==> config.mk <==
export PLATFORM = sky130hd
export DESIGN_NAME = main_fsm_flat
export DESIGN_NICKNAME = d
export VERILOG_FILES = /design/src/rtl/main_fsm_pkg.sv /design/src/rtl/main_fsm_if.sv /design/src/rtl/main_fsm.sv /design/src/flat_wrapper.sv
export SDC_FILE = /design/constraint.sdc
export NUM_CORES = 1
export LEC_CHECK = 0
export BUFFER_PORTS_ARGS = -buffer_cell sky130_fd_sc_hd__buf_4
export CORE_MARGIN = 3
export CORE_UTILIZATION = 40
export DETAILED_ROUTE_END_ITERATION = 8
export HOLD_SLACK_MARGIN = 0.08
export PLACE_DENSITY_LB_ADDON = 0.25
export SLEW_MARGIN = 20
export SYNTH_ARGS = -nofsm -noshare
export SYNTH_HDL_FRONTEND = slang
export SYNTH_SLANG_ARGS = --single-unit
==> constraint.sdc <==
create_clock -name clk -period 2.6 [get_ports clk]
set_clock_uncertainty 0.15 [all_clocks]
set_input_delay 0.52 -clock clk [delete_from_list [all_inputs] [get_ports clk]]
set_output_delay 0.52 -clock clk [all_outputs]
set_load 0.01 [all_outputs]
==> src/rtl/main_fsm_pkg.sv <==
// main_fsm_pkg: shared RISC-V multicycle control encodings (package riscv_pkg).
package riscv_pkg;
  typedef enum logic [3:0] {
    FETCH, DECODE, MEMADR, MEMREAD, MEMWB, MEMWRITE,
    EXECR, EXECI, JAL, ALUWB, BEQ, ILLEGAL
  } statetype;
  localparam logic [6:0] OP_R   = 7'b0110011;
  localparam logic [6:0] OP_I   = 7'b0010011;
  localparam logic [6:0] OP_LW  = 7'b0000011;
  localparam logic [6:0] OP_SW  = 7'b0100011;
  localparam logic [6:0] OP_BEQ = 7'b1100011;
  localparam logic [6:0] OP_JAL = 7'b1101111;
  localparam logic [1:0] ALU_ADD = 2'b00, ALU_SUB = 2'b01, ALU_FUNCT = 2'b10;
  localparam logic [1:0] RES_ALUOUT = 2'b00, RES_DATA = 2'b01, RES_ALURESULT = 2'b10;
  localparam logic [1:0] SRCA_PC = 2'b00, SRCA_OLDPC = 2'b01, SRCA_RS1 = 2'b10;
  localparam logic [1:0] SRCB_RS2 = 2'b00, SRCB_IMM = 2'b01, SRCB_FOUR = 2'b10;
endpackage

==> src/rtl/main_fsm_if.sv <==
// main_fsm_if: opcode/stall inputs and datapath control outputs of the main FSM.
interface main_fsm_if;
  logic [6:0] op;
  logic       mem_ready;
  logic       PCUpdate, Branch, RegWrite, MemWrite, IRWrite, AdrSrc;
  logic [1:0] ResultSrc, ALUSrcA, ALUSrcB, ALUOp;
  logic       instr_done, illegal;
  modport master (
    output op, mem_ready,
    input  PCUpdate, Branch, RegWrite, MemWrite, IRWrite, AdrSrc,
    input  ResultSrc, ALUSrcA, ALUSrcB, ALUOp, instr_done, illegal
  );
  modport slave (
    input  op, mem_ready,
    output PCUpdate, Branch, RegWrite, MemWrite, IRWrite, AdrSrc,
    output ResultSrc, ALUSrcA, ALUSrcB, ALUOp, instr_done, illegal
  );
endinterface

==> src/rtl/main_fsm.sv <==
// main_fsm: multicycle RISC-V control FSM with memory-ready stalls and a sticky illegal trap.
module main_fsm
  import riscv_pkg::*;
(
  input  logic       clk,
  input  logic       reset_n,
  main_fsm_if.slave  bus
);
  statetype state_q, state_d;
  always_ff @(posedge clk or negedge reset_n)
    if (!reset_n) state_q <= FETCH;
    else          state_q <= state_d;
  always_comb begin
    state_d = state_q;
    case (state_q)
      FETCH:    state_d = bus.mem_ready ? DECODE : FETCH;
      DECODE:
        case (bus.op)
          OP_LW, OP_SW: state_d = MEMADR;
          OP_R:         state_d = EXECR;
          OP_I:         state_d = EXECI;
          OP_BEQ:       state_d = BEQ;
          OP_JAL:       state_d = JAL;
          default:      state_d = ILLEGAL;
        endcase
      MEMADR:   state_d = (bus.op == OP_LW) ? MEMREAD : MEMWRITE;
      MEMREAD:  state_d = bus.mem_ready ? MEMWB : MEMREAD;
      MEMWRITE: state_d = bus.mem_ready ? FETCH : MEMWRITE;
      EXECR, EXECI, JAL: state_d = ALUWB;
      MEMWB, ALUWB, BEQ: state_d = FETCH;
      ILLEGAL:  state_d = ILLEGAL;
      default:  state_d = FETCH;
    endcase
  end
  always_comb begin
    bus.PCUpdate   = 1'b0;
    bus.Branch     = 1'b0;
    bus.RegWrite   = 1'b0;
    bus.MemWrite   = 1'b0;
    bus.IRWrite    = 1'b0;
    bus.AdrSrc     = 1'b0;
    bus.ResultSrc  = RES_ALUOUT;
    bus.ALUSrcA    = SRCA_PC;
    bus.ALUSrcB    = SRCB_RS2;
    bus.ALUOp      = ALU_ADD;
    bus.instr_done = 1'b0;
    bus.illegal    = state_q == ILLEGAL;
    case (state_q)
      FETCH: begin
        bus.ALUSrcB   = SRCB_FOUR;
        bus.ResultSrc = RES_ALURESULT;
        bus.IRWrite   = bus.mem_ready;
        bus.PCUpdate  = bus.mem_ready;
      end
      DECODE: begin
        bus.ALUSrcA = SRCA_OLDPC;
        bus.ALUSrcB = SRCB_IMM;
      end
      MEMADR: begin
        bus.ALUSrcA = SRCA_RS1;
        bus.ALUSrcB = SRCB_IMM;
      end
      MEMREAD: bus.AdrSrc = 1'b1;
      MEMWB: begin
        bus.ResultSrc  = RES_DATA;
        bus.RegWrite   = 1'b1;
        bus.instr_done = 1'b1;
      end
      MEMWRITE: begin
        bus.AdrSrc     = 1'b1;
        bus.MemWrite   = 1'b1;
        bus.instr_done = bus.mem_ready;
      end
      EXECR: begin
        bus.ALUSrcA = SRCA_RS1;
        bus.ALUOp   = ALU_FUNCT;
      end
      EXECI: begin
        bus.ALUSrcA = SRCA_RS1;
        bus.ALUSrcB = SRCB_IMM;
        bus.ALUOp   = ALU_FUNCT;
      end
      JAL: begin
        bus.ALUSrcA  = SRCA_OLDPC;
        bus.ALUSrcB  = SRCB_FOUR;
        bus.PCUpdate = 1'b1;
      end
      ALUWB: begin
        bus.RegWrite   = 1'b1;
        bus.instr_done = 1'b1;
      end
      BEQ: begin
        bus.ALUSrcA    = SRCA_RS1;
        bus.ALUOp      = ALU_SUB;
        bus.Branch     = 1'b1;
        bus.instr_done = 1'b1;
      end
      default: ;
    endcase
    // Async reset already parks the state in FETCH; this also kills the mem_ready-driven strobes.
    if (!reset_n) begin
      bus.PCUpdate   = 1'b0;
      bus.Branch     = 1'b0;
      bus.RegWrite   = 1'b0;
      bus.MemWrite   = 1'b0;
      bus.IRWrite    = 1'b0;
      bus.instr_done = 1'b0;
    end
  end
endmodule

==> src/flat_wrapper.sv <==
// flat-port wrapper written by rule: the top's interface ports become plain ports
module main_fsm_flat import riscv_pkg::*;
  (clk, reset_n, bus_op, bus_mem_ready, bus_PCUpdate, bus_Branch, bus_RegWrite, bus_MemWrite, bus_IRWrite, bus_AdrSrc, bus_ResultSrc, bus_ALUSrcA, bus_ALUSrcB, bus_ALUOp, bus_instr_done, bus_illegal);
  main_fsm_if bus_i ();
  input  logic clk;
  input  logic reset_n;
  input wire logic [$bits(bus_i.op)-1:0] bus_op;
  input wire logic [$bits(bus_i.mem_ready)-1:0] bus_mem_ready;
  output wire logic [$bits(bus_i.PCUpdate)-1:0] bus_PCUpdate;
  output wire logic [$bits(bus_i.Branch)-1:0] bus_Branch;
  output wire logic [$bits(bus_i.RegWrite)-1:0] bus_RegWrite;
  output wire logic [$bits(bus_i.MemWrite)-1:0] bus_MemWrite;
  output wire logic [$bits(bus_i.IRWrite)-1:0] bus_IRWrite;
  output wire logic [$bits(bus_i.AdrSrc)-1:0] bus_AdrSrc;
  output wire logic [$bits(bus_i.ResultSrc)-1:0] bus_ResultSrc;
  output wire logic [$bits(bus_i.ALUSrcA)-1:0] bus_ALUSrcA;
  output wire logic [$bits(bus_i.ALUSrcB)-1:0] bus_ALUSrcB;
  output wire logic [$bits(bus_i.ALUOp)-1:0] bus_ALUOp;
  output wire logic [$bits(bus_i.instr_done)-1:0] bus_instr_done;
  output wire logic [$bits(bus_i.illegal)-1:0] bus_illegal;
  assign bus_i.op = bus_op;
  assign bus_i.mem_ready = bus_mem_ready;
  assign bus_PCUpdate = bus_i.PCUpdate;
  assign bus_Branch = bus_i.Branch;
  assign bus_RegWrite = bus_i.RegWrite;
  assign bus_MemWrite = bus_i.MemWrite;
  assign bus_IRWrite = bus_i.IRWrite;
  assign bus_AdrSrc = bus_i.AdrSrc;
  assign bus_ResultSrc = bus_i.ResultSrc;
  assign bus_ALUSrcA = bus_i.ALUSrcA;
  assign bus_ALUSrcB = bus_i.ALUSrcB;
  assign bus_ALUOp = bus_i.ALUOp;
  assign bus_instr_done = bus_i.instr_done;
  assign bus_illegal = bus_i.illegal;
  main_fsm u_core (.clk(clk), .reset_n(reset_n), .bus(bus_i));
endmodule
[Word-level counts from Yosys, hierarchy flattened]
Cells that the tools add are included.
Storage, ports and cells
  register bits: 4
  word-level logic and storage cells: 52
  output and inout bits: 16
Cells by class
  mux-type cells: 23
  eq/ne operators: 17
  reduce and logical (&&, ||, !) cells: 11
Operators by type and width (count)
  $pmux W4 S7: 1
  $pmux W4 S5: 1
  $eq A4 B3 Y1 const B: 4
  $eq A4 B4 Y1 const B: 4
  $pmux W2 S2: 4
  $eq A7 B6 Y1 const B: 2
  $eq A7 B7 Y1 const B: 2
  $mux W1: 12
  $reduce_or A2 Y1: 6
  $mux W3: 3
  $reduce_or A3 Y1: 3
  $eq A4 B2 Y1 const B: 2
  $eq A7 B2 Y1 const B: 1
  $eq A7 B5 Y1 const B: 1
  $eq A4 B1 Y1 const B: 1
  $logic_not A4 Y1: 1
  $pmux W1 S2: 2
  $reduce_or A4 Y1: 1

[Logic depth before layout (Yosys ltp)]
Gate-level depths: netlist (run 1).
  depth in word-level cells: 4
  mapped depth: 5
  gate-level depth less buffers: 3

[Worst setup path before layout (run 1)]
Ideal clock, no wire load.
  kind: register -> output
  start point: register u_core.state_q[1]
  end point: output port bus_IRWrite
  setup slack: 0.578 ns
  cell stages (with the launch flop): 4
  required time: 1.930 ns
  data arrival time: 1.352 ns
  path through: dfrtp_1 -> buf_2 -> nor4_1 -> and3_1
On the way
  cells in the longest elaborated chain, start to end: 3
Ends and longest elaborated chain
  start: declaration: line main_fsm.sv:9  | statetype state_q, state_d;
  start signal: assignment: line main_fsm.sv:12  | else state_q <= state_d;
  $logic_not A4 Y1: line main_fsm.sv:48  | case (state_q)
  $mux W1: line main_fsm.sv:48
  $mux W1: line main_fsm.sv:101  | if (!reset_n) begin
  end: declaration: line flat_wrapper.sv:13  | output wire logic [$bits(bus_i.IRWrite)-1:0] bus_IRWrite;
Every way passes these cells.

[Worst setup path in the final report (run 1)]
  start point: register u_core.state_q[3]
  end point: output port bus_instr_done
On the way
  cells in the longest elaborated chain, start to end: 4
  elaborated cells on any way between the ends: 7
  those cells by class: eq/ne (4); mux (2); reduce/logical (1)
Ends and longest elaborated chain
  $eq A4 B3 Y1 or $eq A4 B4 Y1 (tied branches): line main_fsm.sv:48
  $reduce_or A3 Y1 (no source line)
  $pmux W1 S2 (*): line main_fsm.sv:48
  $mux W1 (*): line main_fsm.sv:101
  end: declaration: line flat_wrapper.sv:19  | output wire logic [$bits(bus_i.instr_done)-1:0] bus_instr_done;
Every way passes the cells marked *; elsewhere a longest branch is shown, timed or not.

==> metrics.txt, run 1 <==
leading cell type in the layout, fill and taps excluded=sky130_fd_sc_hd__buf_4; delay of the slowest cell on the worst path=580 ps; clock insertion delay at the later pin of the skew report=230 ps; maximum root-to-sink buffer count=2; hold crit path type=input port to flip-flop; data arrival time of the critical path=1630 ps; area of the placeable core=1380 µm²; antenna violations before repair=0; library cell used as clock root buffer=sky130_fd_sc_hd__clkbuf_4; Clock Sinks=4; total power per unit cell area=1130 nW/µm²; maximum number of pins on one net before global-route repair=21; Overflow after GRT=0; average wire length per cell after detail routing=12.4 µm; number of nets in the final layout=120; worst path cell trace=or3b_1 -> a21oi_1 -> o21a_1 -> buf_4; hpwl dp=1.16 mm; horizontal die dimension=45.5 µm; leakage dissipation=0.375 nW; vias per cell=5.58; highest-utilization routing layer at the global route stage=met2; GRT Overall Usage=15.7%; post-route standard cell area excluding fillers=837 µm²; commonest cells after routing, fill and taps aside=sky130_fd_sc_hd__buf_4 (27), sky130_fd_sc_hd__nand2_1 (8), sky130_fd_sc_hd__nor3_1 (7); FF-to-FF path depth=4; clock tree from TritonCTS=done; final setup fails=0; Crit Path Max Fanout=20; relative slew slack=61.6%; slew at the pin closest to its max-slew limit=576 ps; number of iterations in the first detailed-routing pass=4; Adder-Cell Fraction of Synth Area=0%; IO buf count=25; Synth Area in Simple Gates=49.2%; RSZ-0062 raised after global routing=no; reg-to-reg slack, setup=730 ps; max-slew violation count=0; DR iter-0 viols=9; total via count after detailed routing=686; Syn Std Cell Area=626 µm²; proportion of synthesized area in mux cells=0%; IR Drop Worst-Case VDD=0.380 mV; initial standard-cell utilization of the core=45.2%; worst hold slack across all endpoints=423 ps; Crit Reg-Reg Startpoint=u_core.state_q[1]; endpoint required time on the critical path=1930 ps; setup tns final=0 ps; final period demand of the worst path=2300 ps; synthesized-area fraction occupied by xor and xnor cells=5.60%; number of max-capacitance violations reported=0; crit start category=flip-flop; total wirelength of the detailed-routed design=1.53 mm; fraction of layout instances using a drive strength above 1=32.4%; global-route wire length before repair=2.50 mm; critical register-to-register path endpoint=u_core.state_q[2]; fillers=140; post-synth net total=95; synthesized flop and latch total=4; Unique masters post-synth=38; register containing the most flip-flops in the final layout=u_core.state_q; final count of hold timing violations=0; mean instance size in the synthesized netlist=7.36 µm²; largest family of logic cells by synthesized area=simple AND/OR/NAND/NOR gates; Clock Pin Slew Worst Setup and Hold Paths=40 ps; number of cell rows=13; floorplan die area=2070 µm²; Synth-to-Final Area Change=33.8%; Hold Path End=u_core.state_q[2]; CP Class=flip-flop to primary output; synthesized instance count=85; run status=completed; clock buffer count from CTS=3; remaining design rule violation count=0; I/O pin total=26; overall die height=45.5 µm; post-synthesis sequential area ratio=16.0%; synthesized-area fraction occupied by ao, oa, aoi and oai cells=20.6%; number of flip-flops in the largest register=4; met2 Usage GRT=27.6%; highest clock rate=435 MHz; slowest stage cell on the critical path=sky130_fd_sc_hd__dfrtp_1; Final ANT Viol Nets=0; min-delay src=bus_op[4]; global placement routability congestion=0.799; Critical Path Sink Type=primary output; Antenna diodes=0; largest registers=u_core.state_q x4; final period utilization=88.4%; number of warning messages in the yosys log=0; total cell area at the placement stage=805 µm²; Finished Core Util=60.5%; hold path cells=3; vias in the first global route=592; met1 layer usage reported by global route=20.0%; met3 Resource Use GR=1.19%; H-tree depth=1
==> worst max-delay path by stage <==
stage,startpoint,end,slack [ps],depth (start not counted)
after CTS,u_core.state_q[3],bus_instr_done,300,4
after detailed placement,u_core.state_q[3],bus_instr_done,560,4
final,u_core.state_q[3],bus_instr_done,300,4
after global placement,u_core.state_q[3],bus_instr_done,570,4
after global routing,u_core.state_q[3],bus_instr_done,190,4
after floorplan,u_core.state_q[1],bus_IRWrite,580,3
==> layer usage <==
| metal | wire [µm] | vias to the layer above |
|---|---|---|
| li1 | - | 358 |
| met3 | 109 | 0 |
| met5 | 0 | - |
| met1 | 680 | 306 |
| met2 | 738 | 22 |
| met4 | 0 | 0 |
==> stage by stage <==
| step | instances | worst slack [ps] | power, mW |
|---|---|---|---|
| after global placement | 119 | 567 | 0.856 |
| after floorplan | 85 | 578 | 0.660 |
| after CTS | 123 | 303 | 0.944 |
| after global routing | 123 | 187 | 1.02 |
| final | 123 | 302 | 0.943 |
| after detailed placement | 119 | 556 | 0.863 |
==> final cells by class <==
cell class	count	area [µm²]	area share, %
Multi-Input combinational cell	70	472	56.4
Timing Repair Buffer	28	213	25.4
Sequential cell	4	100	12.0
Clock buffer	3	22.5	2.69
Tap cell	15	18.8	2.24
Inverter	3	11.3	1.35
==> cells by family after synthesis <==
| group | after synthesis |
|---|---|
| buffers and inverters | 11 |
| AO/OA/AOI/OAI | 18 |
| AND/OR/NAND/NOR | 48 |
| XOR/XNOR | 4 |
| flip-flops | 4 |
==> repair_timing <==
action / in CTS / in global routing
setup buffers: 0 / 0
hold buffers: 1 / 0
setup endpoints to repair: 0 / 0
hold endpoints to repair: 4 / 0
gates resized for setup: 0 / 0
==> power breakdown <==
group	leakage [nW]	internal [mW]	switching, mW
registers	0.0500	0.0930	0.120
logic	0.311	0.355	0.301
clock network	0.0138	0.0514	0.0230
total	0.375	0.499	0.443
==> critical path: cells and delay by family (launching register included) <==
kind / cells / cell delay [ps]
and+or+nand+nor: 1 / 440
AOI/OAI and AO/OA: 2 / 270
DFF: 1 / 580
buffers and inverters: 1 / 110
==> synthesized netlist by cell type <==
cell type	instances	area (µm²)
sky130_fd_sc_hd__nor4_1	1	6.26
sky130_fd_sc_hd__nand2b_1	2	12.5
sky130_fd_sc_hd__and3b_1	1	8.76
sky130_fd_sc_hd__a221oi_1	1	8.76
sky130_fd_sc_hd__and3b_2	1	10.0
sky130_fd_sc_hd__xor2_1	1	8.76
sky130_fd_sc_hd__o31ai_1	1	7.51
sky130_fd_sc_hd__nor4b_1	1	8.76
sky130_fd_sc_hd__or3b_1	1	8.76
sky130_fd_sc_hd__buf_4	1	7.51
sky130_fd_sc_hd__o41ai_1	1	8.76
sky130_fd_sc_hd__nand2_1	8	30.0
sky130_fd_sc_hd__or4b_1	1	10.0
sky130_fd_sc_hd__buf_2	7	35.0
sky130_fd_sc_hd__or3_4	1	11.3
sky130_fd_sc_hd__o21ai_0	2	10.0
sky130_fd_sc_hd__nor3_1	7	35.0
sky130_fd_sc_hd__o211a_1	1	10.0
sky130_fd_sc_hd__and3_1	2	12.5
sky130_fd_sc_hd__a311o_1	1	10.0
sky130_fd_sc_hd__nor2_1	5	18.8
sky130_fd_sc_hd__nand4_1	1	6.26
sky130_fd_sc_hd__o32ai_1	1	8.76
sky130_fd_sc_hd__a21boi_1	1	7.51
sky130_fd_sc_hd__xnor2_1	3	26.3
sky130_fd_sc_hd__inv_1	3	11.3
sky130_fd_sc_hd__o41a_1	1	11.3
sky130_fd_sc_hd__nand3b_1	3	22.5
sky130_fd_sc_hd__or2_2	1	6.26
sky130_fd_sc_hd__nor2b_1	5	31.3
sky130_fd_sc_hd__and2b_2	1	8.76
sky130_fd_sc_hd__a21oi_1	5	25.0
sky130_fd_sc_hd__nor3b_1	4	30.0
sky130_fd_sc_hd__dfrtp_1	4	100
sky130_fd_sc_hd__nor4b_4	1	23.8
sky130_fd_sc_hd__a31oi_1	1	6.26
sky130_fd_sc_hd__o21a_1	2	15.0
sky130_fd_sc_hd__and2_1	1	6.26
Note: power is estimated with default switching activity, not from simulation.
==> run 2: changes to the inputs <==
--- a/config.mk
+++ b/config.mk
@@ -6,10 +6,13 @@
 export NUM_CORES = 1
 export LEC_CHECK = 0
 export BUFFER_PORTS_ARGS = -buffer_cell sky130_fd_sc_hd__buf_4
+export CELL_PAD_IN_SITES_DETAIL_PLACEMENT = 0
+export CELL_PAD_IN_SITES_GLOBAL_PLACEMENT = 2
 export CORE_MARGIN = 3
-export CORE_UTILIZATION = 40
+export CORE_UTILIZATION = 26
 export DETAILED_ROUTE_END_ITERATION = 8
 export HOLD_SLACK_MARGIN = 0.08
+export MAX_ROUTING_LAYER = met4
 export PLACE_DENSITY_LB_ADDON = 0.25
 export SLEW_MARGIN = 20
 export SYNTH_ARGS = -nofsm -noshare
==> metrics.txt, run 2 (synthesis results as in run 1) <==
DP Cell Count=133 (+12%); data arrival time of the critical path=1660 ps (+30 ps); global placement routability congestion=0.703 (-12%); Critical Path Sink Type=primary output; antenna violations before repair=0 (unchanged); vias in the first global route=621 (+4.9%); worst slack at placement=509 ps (-47.0 ps); Synth-to-Final Area Change=37.6%; library cell used as clock root buffer=sky130_fd_sc_hd__clkbuf_4; fraction of layout instances using a drive strength above 1=33.0% (+0.62 points); crit start category=flip-flop; number of flip-flops in the largest register=4 (unchanged); count of cells resized by post-cts repair=0 (unchanged); CP Class=flip-flop to primary output; number of max-capacitance violations reported=0 (unchanged); relative slew slack=60.6% (-1.0 points); count of hold-fix buffers inserted at cts=1 (unchanged); GRT Overall Usage=13.4% (-2.4 points); number of nets in the final layout=121 (+0.83%); post-route standard cell area excluding fillers=861 µm² (+2.8%); setup tns final=0 ps (unchanged); total wirelength of the detailed-routed design=1.74 mm (+14%); commonest cells after routing, fill and taps aside=sky130_fd_sc_hd__buf_4 (28), sky130_fd_sc_hd__nand2_1 (8), sky130_fd_sc_hd__nor3_1 (7); clock insertion delay at the later pin of the skew report=230 ps (about the same); largest registers=u_core.state_q x4; final count of hold timing violations=0 (unchanged); final period utilization=89.6% (+1.3 points); number of iterations in the first detailed-routing pass=4 (unchanged); global-route wire length before repair=2.87 mm (+15%); maximum root-to-sink buffer count=2 (unchanged); run status=completed; setup slack of the critical path after layout=270 ps (-32.7 ps); average wire length per cell after detail routing=12.7 µm (+2.5%); fillers=268 (+91%); DR iter-0 viols=13 (+4); slew at the pin closest to its max-slew limit=591 ps (+15.2 ps); endpoint required time on the critical path=1930 ps (about the same); area of the placeable core=2250 µm² (+63%); clock buffer count from CTS=3 (unchanged); IO buf count=25 (unchanged); number of buffers inserted by post-CTS setup repair=0 (unchanged); max-slew violation count=0 (unchanged); Overflow after GRT=0 (unchanged); floorplan die area=3030 µm² (+46%); Crit Path Max Fanout=18 (-10%); Clock Sinks=4 (unchanged); total via count after detailed routing=690 (+0.58%); Final ANT Viol Nets=0 (unchanged); RSZ-0062 raised after global routing=no; initial standard-cell utilization of the core=27.7% (-18 points); number of cell rows=17 (+4); I/O pin total=26 (unchanged); final period demand of the worst path=2330 ps (+32.7 ps); register containing the most flip-flops in the final layout=u_core.state_q; total cell area at the placement stage=828 µm² (+3.0%); hpwl dp=1.33 mm (+15%); vias per cell=5.04 (-9.7%); non-filler cells in the finished layout=137 (+11%); clock tree from TritonCTS=done; H-tree depth=1 (unchanged); Clock Pin Slew Worst Setup and Hold Paths=40 ps (about the same); overall die height=55.1 µm (+21%); IR Drop Worst-Case VDD=0.338 mV (-11%); Antenna diodes=0 (unchanged); hold crit path type=input port to flip-flop; highest clock rate=429 MHz (-1.4%); remaining design rule violation count=0 (unchanged); leading cell type in the layout, fill and taps excluded=sky130_fd_sc_hd__buf_4; total power per unit cell area=1120 nW/µm² (-0.99%); maximum number of pins on one net before global-route repair=21 (unchanged); leakage dissipation=0.380 nW (+1.3%); final setup fails=0 (unchanged); horizontal die dimension=55.1 µm (+21%)
-- run 2: stage by stage --
stage               util, %  hold slack [ps]  power (mW)
floorplan                 -             74.4       0.660
global placement       36.7              189       0.892
detailed placement     36.7              188       0.891
CTS                    38.2              427       0.976
global route           38.2              464        1.07
finish                 38.2              436       0.960
-- run 2: worst paths after layout --
check	to	start	slack, ps	cells after the start
worst min register to register	u_core.state_q[3]	u_core.state_q[2]	770	3
min in group asynchronous	u_core.state_q[1]	reset_n	490	2
worst min-delay path	u_core.state_q[2]	bus_op[4]	440	3
worst max-delay path	bus_Branch	u_core.state_q[1]	270	4
worst max register to register	u_core.state_q[2]	u_core.state_q[0]	730	4
max in group asynchronous	u_core.state_q[2]	reset_n	1680	2
-- run 2: routing by layer --
layer / track usage, % / routed length [µm] / vias up
met5: - / 0 / -
met4: 6.07 / 0 / 0
met3: 1.61 / 54 / 0
met2: 21.7 / 904 / 11
met1: 16.6 / 784 / 322
li1: - / - / 357
-- run 2: final cells by class --
| cell class | instances | area [µm²] | area share (%) |
|---|---|---|---|
| clock buffers | 3 | 22.5 | 2.62 |
| inverters | 3 | 11.3 | 1.31 |
| multi-input cells | 70 | 472 | 54.8 |
| flip-flops and latches | 4 | 100 | 11.6 |
| well taps | 28 | 35.0 | 4.07 |
| repair buffers | 29 | 220 | 25.6 |
-- run 2: power by group --
part | switching (mW) | internal, mW
registers | 0.128 | 0.0927
logic | 0.297 | 0.364
clock network | 0.0261 | 0.0517
total | 0.451 | 0.509
-- run 2: critical path, cell delays in order (launching register included) --
cell and delay, ps:
sky130_fd_sc_hd__dfrtp_1 700, sky130_fd_sc_hd__nor2b_1 250, sky130_fd_sc_hd__and3b_1 220, sky130_fd_sc_hd__and2_1 140
sky130_fd_sc_hd__buf_4 120
==> run 3: changes to the inputs <==
--- a/config.mk
+++ b/config.mk
@@ -5,7 +5,8 @@
 export SDC_FILE = /design/constraint.sdc
 export NUM_CORES = 1
 export LEC_CHECK = 0
-export BUFFER_PORTS_ARGS = -buffer_cell sky130_fd_sc_hd__buf_4
+export ABC_AREA = 0
+export BUFFER_PORTS_ARGS = -buffer_cell sky130_fd_sc_hd__buf_2
 export CELL_PAD_IN_SITES_DETAIL_PLACEMENT = 0
 export CELL_PAD_IN_SITES_GLOBAL_PLACEMENT = 2
 export CORE_MARGIN = 3
==> metrics.txt, run 3 (synthesis results as in run 1) <==
run status=completed; maximum root-to-sink buffer count=2 (unchanged); setup tns final=0 ps (unchanged); DR iter-0 viols=9 (-4); Critical Path Sink Type=primary output; IR Drop Worst-Case VDD=0.330 mV (-2.5%); fraction of layout instances using a drive strength above 1=33.0% (unchanged); total via count after detailed routing=676 (-2.0%); antenna violations before repair=0 (unchanged); relative slew slack=62.6% (+2.0 points); hold crit path type=input port to flip-flop; hpwl dp=1.29 mm (-2.7%); highest routed metal layer=met4; worst path cell trace=dlygate4sd3_1 -> buf_2 -> nand2_1 -> nor3_1 -> buf_2; final setup fails=0 (unchanged); Synth-to-Final Area Change=27.6%; delay of the slowest cell on the worst path=520 ps (-180 ps); H-tree depth=1 (unchanged); total length of routed met2 wires=842 µm (-6.9%); commonest cells after routing, fill and taps aside=sky130_fd_sc_hd__buf_2 (25), sky130_fd_sc_hd__nand2_1 (8), sky130_fd_sc_hd__nor3_1 (7); Overflow after GRT=0 (unchanged); RSZ-0062 raised after global routing=no; Clock Sinks=4 (unchanged); slowest stage cell on the critical path=sky130_fd_sc_hd__dlygate4sd3_1; Final ANT Viol Nets=0 (unchanged); Metal-1 WL=840 µm (+7.1%); total power consumption of the routed design=902 µW (-6.1%); initial standard-cell utilization of the core=27.7% (unchanged); final period demand of the worst path=2290 ps (-37.5 ps); clock buffer count from CTS=3 (unchanged); non-filler cells in the finished layout=137 (unchanged); register containing the most flip-flops in the final layout=u_core.state_q; remaining design rule violation count=0 (unchanged); overall die height=55.1 µm (unchanged); number of flip-flops in the largest register=4 (unchanged); floorplan die area=3030 µm² (unchanged); max-slew violation count=0 (unchanged); library cell used as clock root buffer=sky130_fd_sc_hd__clkbuf_4; clock tree from TritonCTS=done; vias per cell=4.93 (-2.0%); clock insertion delay at the later pin of the skew report=240 ps (about the same); vias in the first global route=573 (-7.7%); highest clock rate=436 MHz (+1.6%); total wirelength of the detailed-routed design=1.76 mm (+1.1%); global placement routability congestion=0.725 (+3.1%); final count of hold timing violations=0 (unchanged); global-route wire length before repair=2.86 mm (-0.24%); total power per unit cell area=1130 nW/µm² (+1.3%); maximum number of pins on one net before global-route repair=19 (-9.5%); I/O pin total=26 (unchanged); slew at the pin closest to its max-slew limit=560 ps (-30.5 ps); detailed-routed wire length on met3=60 µm (+11%); DP Cell Count=133 (unchanged); area of the placeable core=2250 µm² (unchanged); horizontal die dimension=55.1 µm (unchanged); Finished Core Util=35.4% (-2.8 points); Crit Path Max Fanout=9 (-9); Antenna diodes=0 (unchanged); GRT Overall Usage=13.4% (+0.057 points); number of cell rows=17 (unchanged); leakage dissipation=0.371 nW (-2.4%); number of max-capacitance violations reported=0 (unchanged); data arrival time of the critical path=1620 ps (-40 ps); number of nets in the final layout=121 (unchanged); IO buf count=25 (unchanged); number of iterations in the first detailed-routing pass=4 (unchanged); final period utilization=88.2% (-1.4 points); most used cell along the critical path=sky130_fd_sc_hd__buf_2; crit start category=input port; Clock Pin Slew Worst Setup and Hold Paths=40 ps (about the same); endpoint required time on the critical path=1930 ps (about the same); leading cell type in the layout, fill and taps excluded=sky130_fd_sc_hd__buf_2; largest registers=u_core.state_q x4; average wire length per cell after detail routing=12.9 µm (+1.1%); CP Class=input port to primary output; worst hold slack across all endpoints=458 ps (+22.3 ps)
## run 3: cell counts in the layout (fill, tap and decap cells not counted)
No cell type changed its count.
## run 3: layout make-up
type                            count  area, µm²
Timing Repair Buffer               29        158
Tap cell                           28       35.0
Sequential cell                     4        100
Multi-Input combinational cell     70        472
Clock buffer                        3       22.5
Inverter                            3       11.3
Fill cell                         262       1460
## run 3: what timing repair did
action / CTS / global route
setup buffers: 0 / 0
endpoints found under the hold margin: 4 / 0
endpoints found under the setup margin: 0 / 0
hold buffers: 1 / 0
resized for setup: 0 / 0
## run 3: final timing paths
check / from / endpoint / slack [ps] / cells past startpoint
min reg2reg: u_core.state_q[3] / u_core.state_q[3] / 650 / 2
max: reset_n / bus_MemWrite / 310 / 5
min: bus_op[4] / u_core.state_q[2] / 460 / 3
max reg2reg: u_core.state_q[3] / u_core.state_q[2] / 760 / 4
max in group asynchronous: reset_n / u_core.state_q[0] / 1640 / 2
min in group asynchronous: reset_n / u_core.state_q[3] / 500 / 2
## run 3: where the power goes
group | switching [mW] | leakage (nW) | internal [mW]
clock network | 0.0272 | 0.0138 | 0.0518
logic | 0.306 | 0.307 | 0.313
registers | 0.111 | 0.0500 | 0.0931
## run 3: metal layers
layer | track usage, % | vias up
met3 | 2.41 | 2
met1 | 18.3 | 303
li1 | - | 356
met5 | - | -
met4 | 4.86 | 0
met2 | 19.7 | 15
## run 3: per-stage QoR
step                      cell area, µm²  setup WS (ps)
final                                798            307
after global placement               766            602
after global routing                 798            208
after floorplan                      626            578
after CTS                            798            294
after detailed placement             766            590
## run 3: critical path, delay by kind of cell
family / cells / cell delay, ps
buf+inv: 3 / 880
simple gates: 2 / 230
